### config.mk
export PLATFORM = sky130hd
export DESIGN_NAME = bcd_serial_addsub_flat
export DESIGN_NICKNAME = d
export VERILOG_FILES = /design/src/rtl/bcd_pkg.sv /design/src/rtl/bcd_serial_addsub_if.sv /design/src/rtl/bcd_serial_addsub_digit.sv /design/src/rtl/bcd_serial_addsub.sv /design/src/flat_wrapper.sv
export SDC_FILE = /design/constraint.sdc
export NUM_CORES = 1
export LEC_CHECK = 0
export ABC_CLOCK_PERIOD_IN_PS = 2900
export CORE_MARGIN = 2
export CORE_UTILIZATION = 38
export DETAILED_ROUTE_END_ITERATION = 16
export SLEW_MARGIN = 20
export SYNTH_ARGS = -nofsm -noshare
export SYNTH_HDL_FRONTEND = slang
export SYNTH_SLANG_ARGS = --single-unit
export TNS_END_PERCENT = 30
### constraint.sdc
create_clock -name clk -period 2.9 [get_ports clk]
set_input_delay 0.29 -clock clk [delete_from_list [all_inputs] [get_ports clk]]
set_output_delay 0.29 -clock clk [all_outputs]
set_load 0.03 [all_outputs]
### src/rtl/bcd_pkg.sv
// Shared constants, state encoding and digit helpers for the serial BCD
// adder/subtractor.
package bcd_pkg;

    localparam int BCD_DW    = 4;
    localparam int BCD_MAX   = 9;
    localparam int BCD_RADIX = 10;

    typedef enum logic [1:0] {
        IDLE = 2'd0,
        RUN  = 2'd1,
        DONE = 2'd2
    } bcd_state_e;

    // A digit is a legal BCD code when it does not exceed 9.
    function automatic logic is_bcd(input logic [BCD_DW-1:0] digit);
        return digit <= BCD_DW'(BCD_MAX);
    endfunction

endpackage

### src/rtl/bcd_serial_addsub_if.sv
// Start/done handshake and operand/result bus of the serial BCD adder/subtractor.
// The requester drives start/sub/a/b; the engine drives status and result.
interface bcd_serial_addsub_if #(
    parameter int NDIG = 4,
    parameter int DW   = 4
);
    logic                start;
    logic                sub;
    logic [NDIG*DW-1:0]  a;
    logic [NDIG*DW-1:0]  b;
    logic                ready;
    logic                busy;
    logic                done;
    logic [NDIG*DW-1:0]  result;
    logic                cout;
    logic                neg;
    logic                err;

    modport master (
        output start, sub, a, b,
        input  ready, busy, done, result, cout, neg, err
    );

    modport slave (
        input  start, sub, a, b,
        output ready, busy, done, result, cout, neg, err
    );
endinterface

### src/rtl/bcd_serial_addsub_digit.sv
// One BCD digit of add or 10's-complement subtract. Purely combinational;
// the top level time-shares a single instance across all digits.
module bcd_digit_addsub
    import bcd_pkg::*;
(
    input  logic [BCD_DW-1:0] a_dig,
    input  logic [BCD_DW-1:0] b_dig,
    input  logic              sub,
    input  logic              cin,
    output logic [BCD_DW-1:0] dig,
    output logic              cout
);

    logic [BCD_DW-1:0] bd;
    logic [BCD_DW:0]   s;

    // Subtraction adds the 9's complement of B; the +1 arrives as the
    // initial carry. Illegal B codes simply wrap in 4 bits.
    always_comb begin
        bd   = sub ? (BCD_DW'(BCD_MAX) - b_dig) : b_dig;
        s    = {1'b0, a_dig} + {1'b0, bd} + {{BCD_DW{1'b0}}, cin};
        cout = (s >= (BCD_DW+1)'(BCD_RADIX));
        dig  = cout ? BCD_DW'(s - (BCD_DW+1)'(BCD_RADIX)) : s[BCD_DW-1:0];
    end

endmodule

### src/rtl/bcd_serial_addsub.sv
// Multi-digit BCD adder/subtractor, one digit per clock, LSD first.
// Operands are captured on start; the result register only changes on the
// final digit edge, so it holds steady until the next operation completes.
//
// state | meaning
// ------+------------------------------------------------------------
// IDLE  | waiting; ready=1, accepts start
// RUN   | busy=1; one digit processed per cycle, idx counts digits
// DONE  | done=1 for one cycle; result valid; start accepted again
module bcd_serial_addsub
    import bcd_pkg::*;
#(
    parameter int NDIG = 4,
    parameter int DW   = 4
)(
    input  logic               clk,
    input  logic               rst,
    bcd_serial_addsub_if.slave bus
);

    localparam int W  = NDIG * DW;
    localparam int IW = (NDIG > 1) ? $clog2(NDIG) : 1;

    bcd_state_e       state_q;
    logic [W-1:0]     a_sr;
    logic [W-1:0]     b_sr;
    logic [W-1:0]     result_q;
    logic [IW-1:0]    idx_q;
    logic             sub_q;
    logic             carry_q;
    logic             cout_q;
    logic             neg_q;
    logic             err_q;

    logic [DW-1:0]    dig;
    logic             dig_cout;
    logic             last_dig;
    logic             bad_digit;
    logic [W-1:0]     acc_full;

    bcd_digit_addsub u_digit (
        .a_dig (a_sr[DW-1:0]),
        .b_dig (b_sr[DW-1:0]),
        .sub   (sub_q),
        .cin   (carry_q),
        .dig   (dig),
        .cout  (dig_cout)
    );

    assign last_dig = (idx_q == IW'(NDIG - 1));

    // Flag any non-BCD digit on either operand at capture time.
    always_comb begin
        bad_digit = 1'b0;
        for (int i = 0; i < NDIG; i++) begin
            if (!is_bcd(bus.a[i*DW +: DW]) || !is_bcd(bus.b[i*DW +: DW]))
                bad_digit = 1'b1;
        end
    end

    // Partial result accumulator: new digits enter at the MSD end so that
    // after NDIG shifts digit 0 sits in the low nibble.
    generate
        if (NDIG == 1) begin : g_single
            assign acc_full = dig;
        end else begin : g_multi
            logic [W-DW-1:0] acc_q;

            // Shift the freshly computed digit into the partial accumulator.
            always_ff @(posedge clk) begin
                if (rst)
                    acc_q <= '0;
                else if (state_q == RUN)
                    acc_q <= acc_full[W-1:DW];
            end

            assign acc_full = {dig, acc_q};
        end
    endgenerate

    // FSM, operand shift registers and final result/flag capture.
    always_ff @(posedge clk) begin
        if (rst) begin
            state_q  <= IDLE;
            a_sr     <= '0;
            b_sr     <= '0;
            result_q <= '0;
            idx_q    <= '0;
            sub_q    <= 1'b0;
            carry_q  <= 1'b0;
            cout_q   <= 1'b0;
            neg_q    <= 1'b0;
            err_q    <= 1'b0;
        end else begin
            case (state_q)
                IDLE, DONE: begin
                    if (bus.start) begin
                        a_sr    <= bus.a;
                        b_sr    <= bus.b;
                        sub_q   <= bus.sub;
                        carry_q <= bus.sub;
                        idx_q   <= '0;
                        err_q   <= bad_digit;
                        state_q <= RUN;
                    end else begin
                        state_q <= IDLE;
                    end
                end
                RUN: begin
                    a_sr    <= a_sr >> DW;
                    b_sr    <= b_sr >> DW;
                    carry_q <= dig_cout;
                    if (last_dig) begin
                        result_q <= acc_full;
                        cout_q   <= dig_cout;
                        neg_q    <= sub_q & ~dig_cout;
                        state_q  <= DONE;
                    end else begin
                        idx_q <= idx_q + 1'b1;
                    end
                end
                default: state_q <= IDLE;
            endcase
        end
    end

    assign bus.ready  = (state_q == IDLE) || (state_q == DONE);
    assign bus.busy   = (state_q == RUN);
    assign bus.done   = (state_q == DONE);
    assign bus.result = result_q;
    assign bus.cout   = cout_q;
    assign bus.neg    = neg_q;
    assign bus.err    = err_q;

endmodule

### src/flat_wrapper.sv
// flat-port wrapper written by rule: the top's interface ports become plain ports
module bcd_serial_addsub_flat import bcd_pkg::*;
#(
    parameter int NDIG = 4,
    parameter int DW   = 4
)
  (clk, rst, bus_start, bus_sub, bus_a, bus_b, bus_ready, bus_busy, bus_done, bus_result, bus_cout, bus_neg, bus_err);
  bcd_serial_addsub_if #(.NDIG(NDIG), .DW(DW)) bus_i ();
  input  logic clk;
  input  logic rst;
  input wire logic [$bits(bus_i.start)-1:0] bus_start;
  input wire logic [$bits(bus_i.sub)-1:0] bus_sub;
  input wire logic [$bits(bus_i.a)-1:0] bus_a;
  input wire logic [$bits(bus_i.b)-1:0] bus_b;
  output wire logic [$bits(bus_i.ready)-1:0] bus_ready;
  output wire logic [$bits(bus_i.busy)-1:0] bus_busy;
  output wire logic [$bits(bus_i.done)-1:0] bus_done;
  output wire logic [$bits(bus_i.result)-1:0] bus_result;
  output wire logic [$bits(bus_i.cout)-1:0] bus_cout;
  output wire logic [$bits(bus_i.neg)-1:0] bus_neg;
  output wire logic [$bits(bus_i.err)-1:0] bus_err;
  assign bus_i.start = bus_start;
  assign bus_i.sub = bus_sub;
  assign bus_i.a = bus_a;
  assign bus_i.b = bus_b;
  assign bus_ready = bus_i.ready;
  assign bus_busy = bus_i.busy;
  assign bus_done = bus_i.done;
  assign bus_result = bus_i.result;
  assign bus_cout = bus_i.cout;
  assign bus_neg = bus_i.neg;
  assign bus_err = bus_i.err;
  bcd_serial_addsub #(.NDIG(NDIG), .DW(DW)) u_core (.clk(clk), .rst(rst), .bus(bus_i));
endmodule
==> metrics.txt, run 1 <==
detailed-router iteration count before antenna repair 4; EDFF count, synth 0; clock sink total 69; Die W 92.0 um; CP Capture Type flop; Max Slew Vio Count 0; worst-case reg-to-reg path depth 11; H-Tree Depth 3; Area after DPL 3590 um2; num rows 32; hold buffers post-CTS 0; Syn Nets 414; Max Root-Sink Buffers 2; YS warnings 0; worst vdd ir 0.248 mV; ANT nets after route 0; root buf cell clkbuf_8; port bufs 57; synthesized instance count 370; library cells used by synthesis 34; Hold EP u_core.bus.result[6]; GR peak layer met2; fraction of power consumed by sequential logic 44.0%; initial DRC count 131; area grow syn2layout 31.9%; I/O pins 58; WL/cell 13.1 um; worst-path maximum fanout 7; gp weighted congestion 0.794; cell area after synthesis 2940 um2; asr flop ratio synth 0%; final WL 6.94 mm; total CTS buffers 9; drt via density 5.09; final net count 465; minimum clock period after layout 2.77 ns; Comb pwr share 17.3%; GR Layer Usage met1 22.3%; clock network fraction of design power 38.7%; min-delay src u_core.bus.result[6]; Finished Cell Area 3880 um2; worst r2r src u_core.b_sr[0]; core area 7610 um2; Final Hold Vio Count 0; Worst Clk Skew 0.0108 ns; Initial Utilization 38.7%; vias post-DR 2685; Hold Crit Depth 2; final non-filler cell total 528; max_cap viols 0; Die Ht 92.0 um; mean area per synthesized cell 7.95 um2; Net Switching 670 uW; Clk pin slew, worst setup/hold paths 0.08 ns; outcome completed; DP Cell Count 511; FMAX 0.361 GHz; HPWL Detailed 4.50 mm; total power 2350 uW; Worst-Margin Slew 0.741 ns; P_leak 0.00138 uW; Hold WS 0.455 ns; FF+latch count, synth 69; max_slew headroom 50.4%; Power Density 605 nW/um2; Finished Core Util 51.0%; P_int 1680 uW; Final setup viols 0; Hold/Removal Path Class reg2reg; layout cells sized above 1 8.92%; met3 Track Usage GR 3.29%; # DRC 0; critical path arrival 3.03 ns; worst setup path category reg2reg; period utilisation layout 95.5%; vias in the first global route 2525; met2 GRT Util 27.8%; Congestion Overflow GR 0; top_reg_cell synth dfxtp_1; reg-to-reg endpoint u_core.bus.result[14]; Net Sw Frac 28.5%; worst skew pair latency 0.35 ns; Die ar. 8460 um2; initial antenna violation count 0; Crit path required time 3.16 ns; largest net degree at the start of global routing 70; GR Util All Layers 17.2%; # diodes 0; first-pass GRT wire length 11.7 mm; TritonCTS clock tree built; sequential share of the synthesized area 47.0%; internal reg-to-reg setup slack 0.13 ns; startpoint types flop
-- cell usage after synthesis (2+ instances only) --
| cell type | number | area share [%] |
|---|---|---|
| a311oi_1 | 29 | 8.6 |
| fa_1 | 2 | 1.4 |
| and2_1 | 2 | 0.43 |
| ha_1 | 6 | 2.6 |
| nand2b_1 | 2 | 0.43 |
| dfxtp_1 | 69 | 47 |
| nor2_1 | 45 | 5.7 |
| clkbuf_1 | 22 | 2.8 |
| a31oi_1 | 2 | 0.43 |
| inv_1 | 8 | 1.0 |
| a21o_1 | 2 | 0.51 |
| nand2_1 | 106 | 14 |
| o21ai_0 | 11 | 1.9 |
| a21oi_1 | 28 | 4.8 |
| a22oi_1 | 8 | 2.0 |
| or3_1 | 3 | 0.64 |
| xnor2_1 | 2 | 0.60 |
| nor2b_1 | 3 | 0.64 |
| buf_2 | 3 | 0.51 |
| nor3_1 | 3 | 0.51 |
-- critical path, stage by stage (launching register included) --
cell and delay (ns):
dfxtp_2 0.35, xor2_2 0.16, fa_2 0.23, inv_1 0.05, fa_1 0.42, xnor2_2 0.17
inv_1 0.11, ha_4 0.16, o31a_1 0.25, o211ai_4 0.14, or3_1 0.37, a311oi_2 0.27
-- per-layer routing --
layer	routed length, um	part of all wire, %	vias to the layer above
li1	-	-	1368
met1	3280	47	1244
met2	3240	47	64
met3	302	4.3	9
met4	120	1.7	0
met5	0	0	-
-- stage by stage --
| step | setup WS (ns) | TNS, ns |
|---|---|---|
| 6_report | 0.131 | 0 |
| 5_1_grt | -0.0154 | -0.0379 |
| 4_1_cts | 0.000904 | 0 |
| 3_5_place_dp | 0.0117 | 0 |
| 3_3_place_gp | 0.192 | 0 |
| 2_1_floorplan | 0.278 | 0 |
-- layout by cell type (no fill, tap or decap), types with 5 or more instances in the layout --
| master | netlist | final |
|---|---|---|
| buf_4 | 0 | 8 |
| a311oi_1 | 29 | 27 |
| dfxtp_1 | 69 | 66 |
| a21oi_1 | 28 | 28 |
| a22oi_1 | 8 | 8 |
| inv_1 | 8 | 8 |
| clkbuf_8 | 0 | 9 |
| nor2_1 | 45 | 45 |
| clkdlybuf4s50_1 | 0 | 56 |
| nand2_1 | 106 | 106 |
| ha_1 | 6 | 5 |
| o21ai_0 | 11 | 11 |
-- final cells by class --
| cell class | count | area, um2 |
|---|---|---|
| clock buffer | 9 | 124 |
| clock inverter | 7 | 105 |
| fill | 742 | 3730 |
| inverter | 9 | 33.8 |
| multi-input combinational | 267 | 1480 |
| sequential | 69 | 1390 |
| tap | 102 | 128 |
| timing repair buffer | 65 | 626 |
-- cells by family after synthesis --
kind of cell / Yosys count / synth area share (%)
AOI/OAI and AO/OA: 87 / 20.3
adders and majority gates: 8 / 3.91
xor gates and xnor gates: 3 / 0.893
and+or+nand+nor: 169 / 23.4
buffers and inverters: 34 / 4.47
DFF: 69 / 47.0
-- registers in the layout (all words and copies together) (netlist names) --
register / flops
u_core.bus.err: 1
u_core.idx_q: 2
u_core.state_q: 2
u_core.bus.neg: 1
u_core.bus.result: 16
u_core.b_sr: 16
u_core.a_sr: 16
u_core.carry_q: 1
u_core.bus.cout: 1
u_core.sub_q: 1
u_core.g_multi.acc_q: 12
-- worst max-delay path by stage --
| stage | start | end | slack, ns | cells after the start |
|---|---|---|---|---|
| after floorplan | u_core.sub_q | u_core.bus.result[13] | 0.28 | 11 |
| after global placement | u_core.b_sr[1] | u_core.g_multi.acc_q[10] | 0.19 | 12 |
| after detailed placement | u_core.b_sr[1] | u_core.bus.result[14] | 0.01 | 12 |
| after CTS | u_core.b_sr[1] | u_core.bus.result[14] | 0.0009 | 12 |
| after global routing | u_core.b_sr[1] | u_core.bus.result[14] | -0.02 | 12 |
| final | u_core.b_sr[0] | u_core.bus.result[14] | 0.13 | 11 |
-- power groups by stage --
stage          Combinational (uW)  Sequential [uW]  Clock, uW
2_1_floorplan                 251             1050          0
3_3_place_gp                  369             1050          0
3_5_place_dp                  370             1050          0
4_1_cts                       377             1030        926
5_1_grt                       448             1040        979
6_report                      407             1030        909
-- what timing repair did --
| action | CTS | global route |
|---|---|---|
| buffers inserted | 0 | 1 |
| gates resized for setup | 1 | 10 |
| cloned | 0 | 0 |
| pin swaps | 0 | 4 |
| endpoints found under the setup margin | 1 | 8 |
(Power assumes the default switching activity.)
==> inputs of run 2 (changes only) <==
--- a/config.mk
+++ b/config.mk
@@ -6,9 +6,13 @@
 export NUM_CORES = 1
 export LEC_CHECK = 0
 export ABC_CLOCK_PERIOD_IN_PS = 2900
+export CELL_PAD_IN_SITES_DETAIL_PLACEMENT = 2
+export CELL_PAD_IN_SITES_GLOBAL_PLACEMENT = 2
 export CORE_MARGIN = 2
-export CORE_UTILIZATION = 38
+export CORE_UTILIZATION = 29
+export CTS_CLUSTER_SIZE = 16
 export DETAILED_ROUTE_END_ITERATION = 16
+export PLACE_DENSITY_LB_ADDON = 0.1
 export SLEW_MARGIN = 20
 export SYNTH_ARGS = -nofsm -noshare
 export SYNTH_HDL_FRONTEND = slang
==> run 2 against run 1 <==
Net effect:
- register-to-register slack got worse by 0.07 ns
- worst setup slack got worse by 0.066 ns
- die area rose by 30%
- global-route usage fell by 0.34 points
- critical path type unchanged
- largest cell class unchanged
- largest power group unchanged
- highest routed layer unchanged
==> metrics.txt, run 2 (same netlist as run 1, synthesis figures left out) <==
min-delay src rst; gp weighted congestion 0.735; vias post-DR 2779; initial antenna violation count 0; P_leak 0.00140 uW; Largest stage delay, worst path 0.38 ns; CP Capture Type flop; Comb pwr share 19.9%; critical path buffer and inverter count 3; clock network fraction of design power 35.1%; initial DRC count 114; layout cells sized above 1 10.5%; Crit path required time 3.15 ns; drt via density 4.94; Fin Setup TNS 0 ns; # DRC 0; worst vdd ir 0.241 mV; ANT nets after route 0; leading cell type in the layout, fill and taps excluded nand2_1; vias in the first global route 2974; multi-input logic area 1480 um2; Net Sw Frac 29.6%; max_slew headroom 48.1%; WL/cell 16.0 um; P_int 1620 uW; Die W 105 um; Max Slew Vio Count 0; largest net degree at the start of global routing 70; port bufs 57; minimum clock period after layout 2.84 ns; origin of the worst setup path u_core.b_sr[0]; Worst-Margin Slew 0.776 ns; Clk pin slew, worst setup/hold paths 0.08 ns; fraction of power consumed by sequential logic 44.9%; Hold WS 0.417 ns; worst skew pair latency 0.34 ns; Net Switching 682 uW; period utilisation layout 97.8%; Die Ht 105 um; Finished Core Util 39.9%; Max Root-Sink Buffers 2; Congestion Overflow GR 0; CP top delay family adder cells; Register Area 1390 um2; H-Tree Depth 3; worst setup path category reg2reg; area grow syn2layout 33.3%; worst-path maximum fanout 7; most frequent cells in the layout 106 x nand2_1, 66 x dfxtp_1, 56 x clkdlybuf4s50_1, 45 x nor2_1; root buf cell clkbuf_8; Worst Clk Skew 0.0101 ns; Initial Utilization 30.0%; Fill cells 1178; HPWL Detailed 6.03 mm; core area 9820 um2; total power 2300 uW; GR Util All Layers 16.9%; first-pass GRT wire length 14.9 mm; num rows 36; startpoint types flop; critical path arrival 3.08 ns; Power Density 588 nW/um2; total CTS buffers 9; Hold/Removal Path Class in2reg; FMAX 0.353 GHz; Final setup viols 0; slowest CP cell fa_2; Final Hold Vio Count 0; I/O pins 58; detailed-router iteration count before antenna repair 4; CP Cell Sequence xor2_2, fa_2, inv_1, fa_2, xnor2_2, inv_2, ha_4, o31a_1, buf_4, nor3b_4, o21bai_2, a311oi_2; final net count 468; # diodes 0; worst r2r src u_core.b_sr[0]; Most common cell on crit path fa_2; TritonCTS clock tree built; Die ar. 11000 um2; final WL 9.00 mm; max_cap viols 0; outcome completed; clock sink total 69
## run 2: cell count changes in the layout (fill, tap and decap cells not counted), sizes merged
cell / before / now
clkinv: 1 / 5
inv: 12 / 9
clkbuf: 9 / 10
clkinvlp: 1 / 0
bufinv: 2 / 1
buf: 9 / 12
## run 2: path summary, 6_finish.rpt
path | slack [ns] | depth (start not counted) | to
min reg2reg | 0.46 | 2 | u_core.bus.result[9]
min | 0.42 | 3 | u_core.a_sr[14]
max | 0.06 | 12 | u_core.g_multi.acc_q[10]
max reg2reg | 0.06 | 12 | u_core.g_multi.acc_q[10]
## run 2: power groups by stage
stage	logic, uW	clock network, uW	registers [uW]
2_1_floorplan	251	0	1050
3_3_place_gp	383	0	1060
3_5_place_dp	396	0	1060
4_1_cts	410	837	1030
5_1_grt	506	882	1040
6_report	459	810	1040
## run 2: metrics by stage
stage,setup WS [ns],std cells,cell area [um2]
2_1_floorplan,0.278,370,2940
3_3_place_gp,0.167,542,3640
3_5_place_dp,-0.0532,542,3640
4_1_cts,0.00232,559,3860
5_1_grt,-0.0937,562,3920
6_report,0.0647,562,3920
## run 2: metal layers
metal / vias to the layer above / share of wire, % / track usage (%)
met5: - / 0 / 0
met4: 0 / 0.89 / 3.71
met3: 8 / 3.1 / 3.68
met2: 52 / 51 / 29.9
met1: 1342 / 45 / 20.9
li1: 1377 / - / -
## run 2: worst min-delay path, cell delays in order
cell    delay (ns)
buf_2         0.11
buf_12        0.20
nor2_1        0.12
## run 2: area by class of cell
| cell class | count | area share [%] |
|---|---|---|
| Clock inverter | 6 | 1.60 |
| Sequential cell | 69 | 35.3 |
| Inverter | 9 | 0.862 |
| Multi-Input combinational cell | 267 | 37.6 |
| Tap cell | 133 | 4.24 |
| Timing Repair Buffer | 68 | 16.8 |
| Clock buffer | 10 | 3.51 |
## run 2: repair_timing
item	CTS	global route
endpoints found under the hold margin	0	0
setup endpoints to repair	1	8
gates resized for setup	2	12
hold buffers	0	0
buffers inserted	1	3
pin swaps	1	9
==> inputs of run 3 (changes only) <==
--- a/config.mk
+++ b/config.mk
@@ -6,6 +6,7 @@
 export NUM_CORES = 1
 export LEC_CHECK = 0
 export ABC_CLOCK_PERIOD_IN_PS = 2900
+export CAP_MARGIN = 20
 export CELL_PAD_IN_SITES_DETAIL_PLACEMENT = 2
 export CELL_PAD_IN_SITES_GLOBAL_PLACEMENT = 2
 export CORE_MARGIN = 2
==> constraint.sdc (replaced) <==
create_clock -name clk -period 2.9 [get_ports clk]
set_input_delay 0.58 -clock clk [delete_from_list [all_inputs] [get_ports clk]]
set_output_delay 0.58 -clock clk [all_outputs]
set_load 0.03 [all_outputs]
==> run 3 against run 2 <==
Net effect:
- clock power up 1%
- via count up 0.72%
- utilization up 0.064 points
- global-route usage down 0.15 points
- clock-buffer cell count up 1
- routed wire length down 0.69%
- flip-flop and latch count unchanged
- worst hold slack better by 0.039 ns
- worst setup slack better by 0.021 ns
- fmax up 0.75%
- total power down 0.22%
- combinational power down 3%
- critical path type unchanged
- largest cell class unchanged
- largest power group unchanged
- highest routed layer unchanged
==> metrics.txt, run 3 (same netlist as run 1, synthesis figures left out) <==
Hold Crit Depth 2; worst vdd ir 0.214 mV; Hold/Removal Path Class reg2reg; vias in the first global route 2956; port bufs 57; worst-case reg-to-reg path depth 11; total power 2300 uW; total CTS buffers 9; TritonCTS clock tree built; Largest stage delay, worst path 0.42 ns; minimum clock period after layout 2.81 ns; H-Tree Depth 3; detailed-router iteration count before antenna repair 4; CP Cell Sequence xor2_2, fa_2, inv_1, fa_1, xnor2_2, inv_2, ha_4, o31a_1, o211ai_4, or3_4, a311oi_2; outcome completed; Power Density 586 nW/um2; # DRC 0; Area after DPL 3640 um2; Die Ht 105 um; most frequent cells in the layout 106 x nand2_1, 66 x dfxtp_1, 56 x clkdlybuf4s50_1, 45 x nor2_1, 28 x a21oi_1; # diodes 0; clock sink total 69; core area 9820 um2; initial DRC count 53; internal reg-to-reg setup slack 0.09 ns; Finished Core Util 40.0%; min-delay src u_core.bus.result[3]; root buf cell clkbuf_8; initial antenna violation count 0; Die ar. 11000 um2; ANT nets after route 0; Max Slew Vio Count 0; vias post-DR 2799; drt via density 5.01; leading cell type in the layout, fill and taps excluded nand2_1; worst setup path category reg2reg; Congestion Overflow GR 0; CP Capture Type flop; final WL 8.94 mm; I/O pins 58; hold buffers post-CTS 0; Worst-Margin Slew 0.743 ns; worst r2r src u_core.sub_q; Crit path required time 3.15 ns; Worst Clk Skew 0.0119 ns; num rows 36; slowest CP cell fa_1; FMAX 0.355 GHz; largest net degree at the start of global routing 45; critical path arrival 3.07 ns; period utilisation layout 97.0%; max_slew headroom 50.3%; WL/cell 16.0 um; GR Util All Layers 16.7%; Final Hold Vio Count 0; final net count 465; Finished Cell Area 3930 um2; max_cap viols 0; reg-to-reg endpoint u_core.bus.result[14]; layout cells sized above 1 9.86%; Initial Utilization 30.0%; P_leak 0.00138 uW; gp weighted congestion 0.740; HPWL Detailed 6.12 mm; first-pass GRT wire length 14.6 mm; Max Root-Sink Buffers 2; startpoint types flop; worst-path maximum fanout 7; Clk pin slew, worst setup/hold paths 0.08 ns; Hold EP u_core.bus.result[3]; Fin Setup TNS 0 ns; Die W 105 um; Final setup viols 0; area grow syn2layout 33.5%; worst skew pair latency 0.36 ns
[run 3: metrics by stage]
| step | hold slack, ns | cells | setup slack, ns |
|---|---|---|---|
| 6_report | 0.456 | 559 | 0.0857 |
| 5_1_grt | 0.478 | 559 | -0.0760 |
| 4_1_cts | 0.461 | 559 | 0.0424 |
| 3_5_place_dp | 0.448 | 542 | 0.0146 |
| 3_3_place_gp | 0.442 | 542 | 0.158 |
| 2_1_floorplan | 0.432 | 370 | 0.278 |
[run 3: what timing repair did]
| action | 4_1_cts | 5_1_grt |
|---|---|---|
| setup buffers | 1 | 0 |
| endpoints found under the hold margin | 0 | 0 |
| gates resized for setup | 1 | 16 |
| setup endpoints to repair | 4 | 6 |
| pin swaps | 1 | 3 |
[run 3: final cells by class]
class	count	area, um2
Clock buffer	11	141
Multi-Input combinational cell	267	1500
Timing Repair Buffer	65	638
Sequential cell	69	1390
Inverter	9	33.8
Tap cell	133	166
Fill cell	1162	5890
Clock inverter	5	60.1
[run 3: layer usage]
layer / GRT usage, % / share of wire, % / vias to the layer above
li1: - / - / 1368
met3: 2.74 / 2.9 / 10
met5: 0 / 0 / -
met4: 6.86 / 1.6 / 0
met2: 30.3 / 51 / 47
met1: 19.4 / 45 / 1374
[run 3: worst max-delay path, delay by kind of cell (launching register included)]
family | cells | cell delay [ns]
buffers and inverters | 2 | 0.13
flip-flops | 1 | 0.36
AND/OR/NAND/NOR | 1 | 0.36
adder cells (fa/ha/maj) | 3 | 0.81
XOR/XNOR | 2 | 0.35
AO/OA/AOI/OAI | 3 | 0.70
[run 3: worst max-delay path by stage]
stage / endpoint / depth (start not counted) / start
4_1_cts: u_core.g_multi.acc_q[9] / 11 / u_core.b_sr[0]
3_3_place_gp: u_core.g_multi.acc_q[10] / 12 / u_core.b_sr[1]
3_5_place_dp: u_core.g_multi.acc_q[9] / 12 / u_core.b_sr[1]
6_report: u_core.bus.result[14] / 11 / u_core.sub_q
2_1_floorplan: u_core.bus.result[13] / 11 / u_core.sub_q
5_1_grt: u_core.bus.result[14] / 12 / u_core.b_sr[1]
[run 3: report_power, final]
part	internal, uW	leakage (uW)	switching (uW)
combinational	194	0.000713	249
clock	423	0.0000995	395
sequential	1000	0.000565	37.6
total	1620	0.00138	682
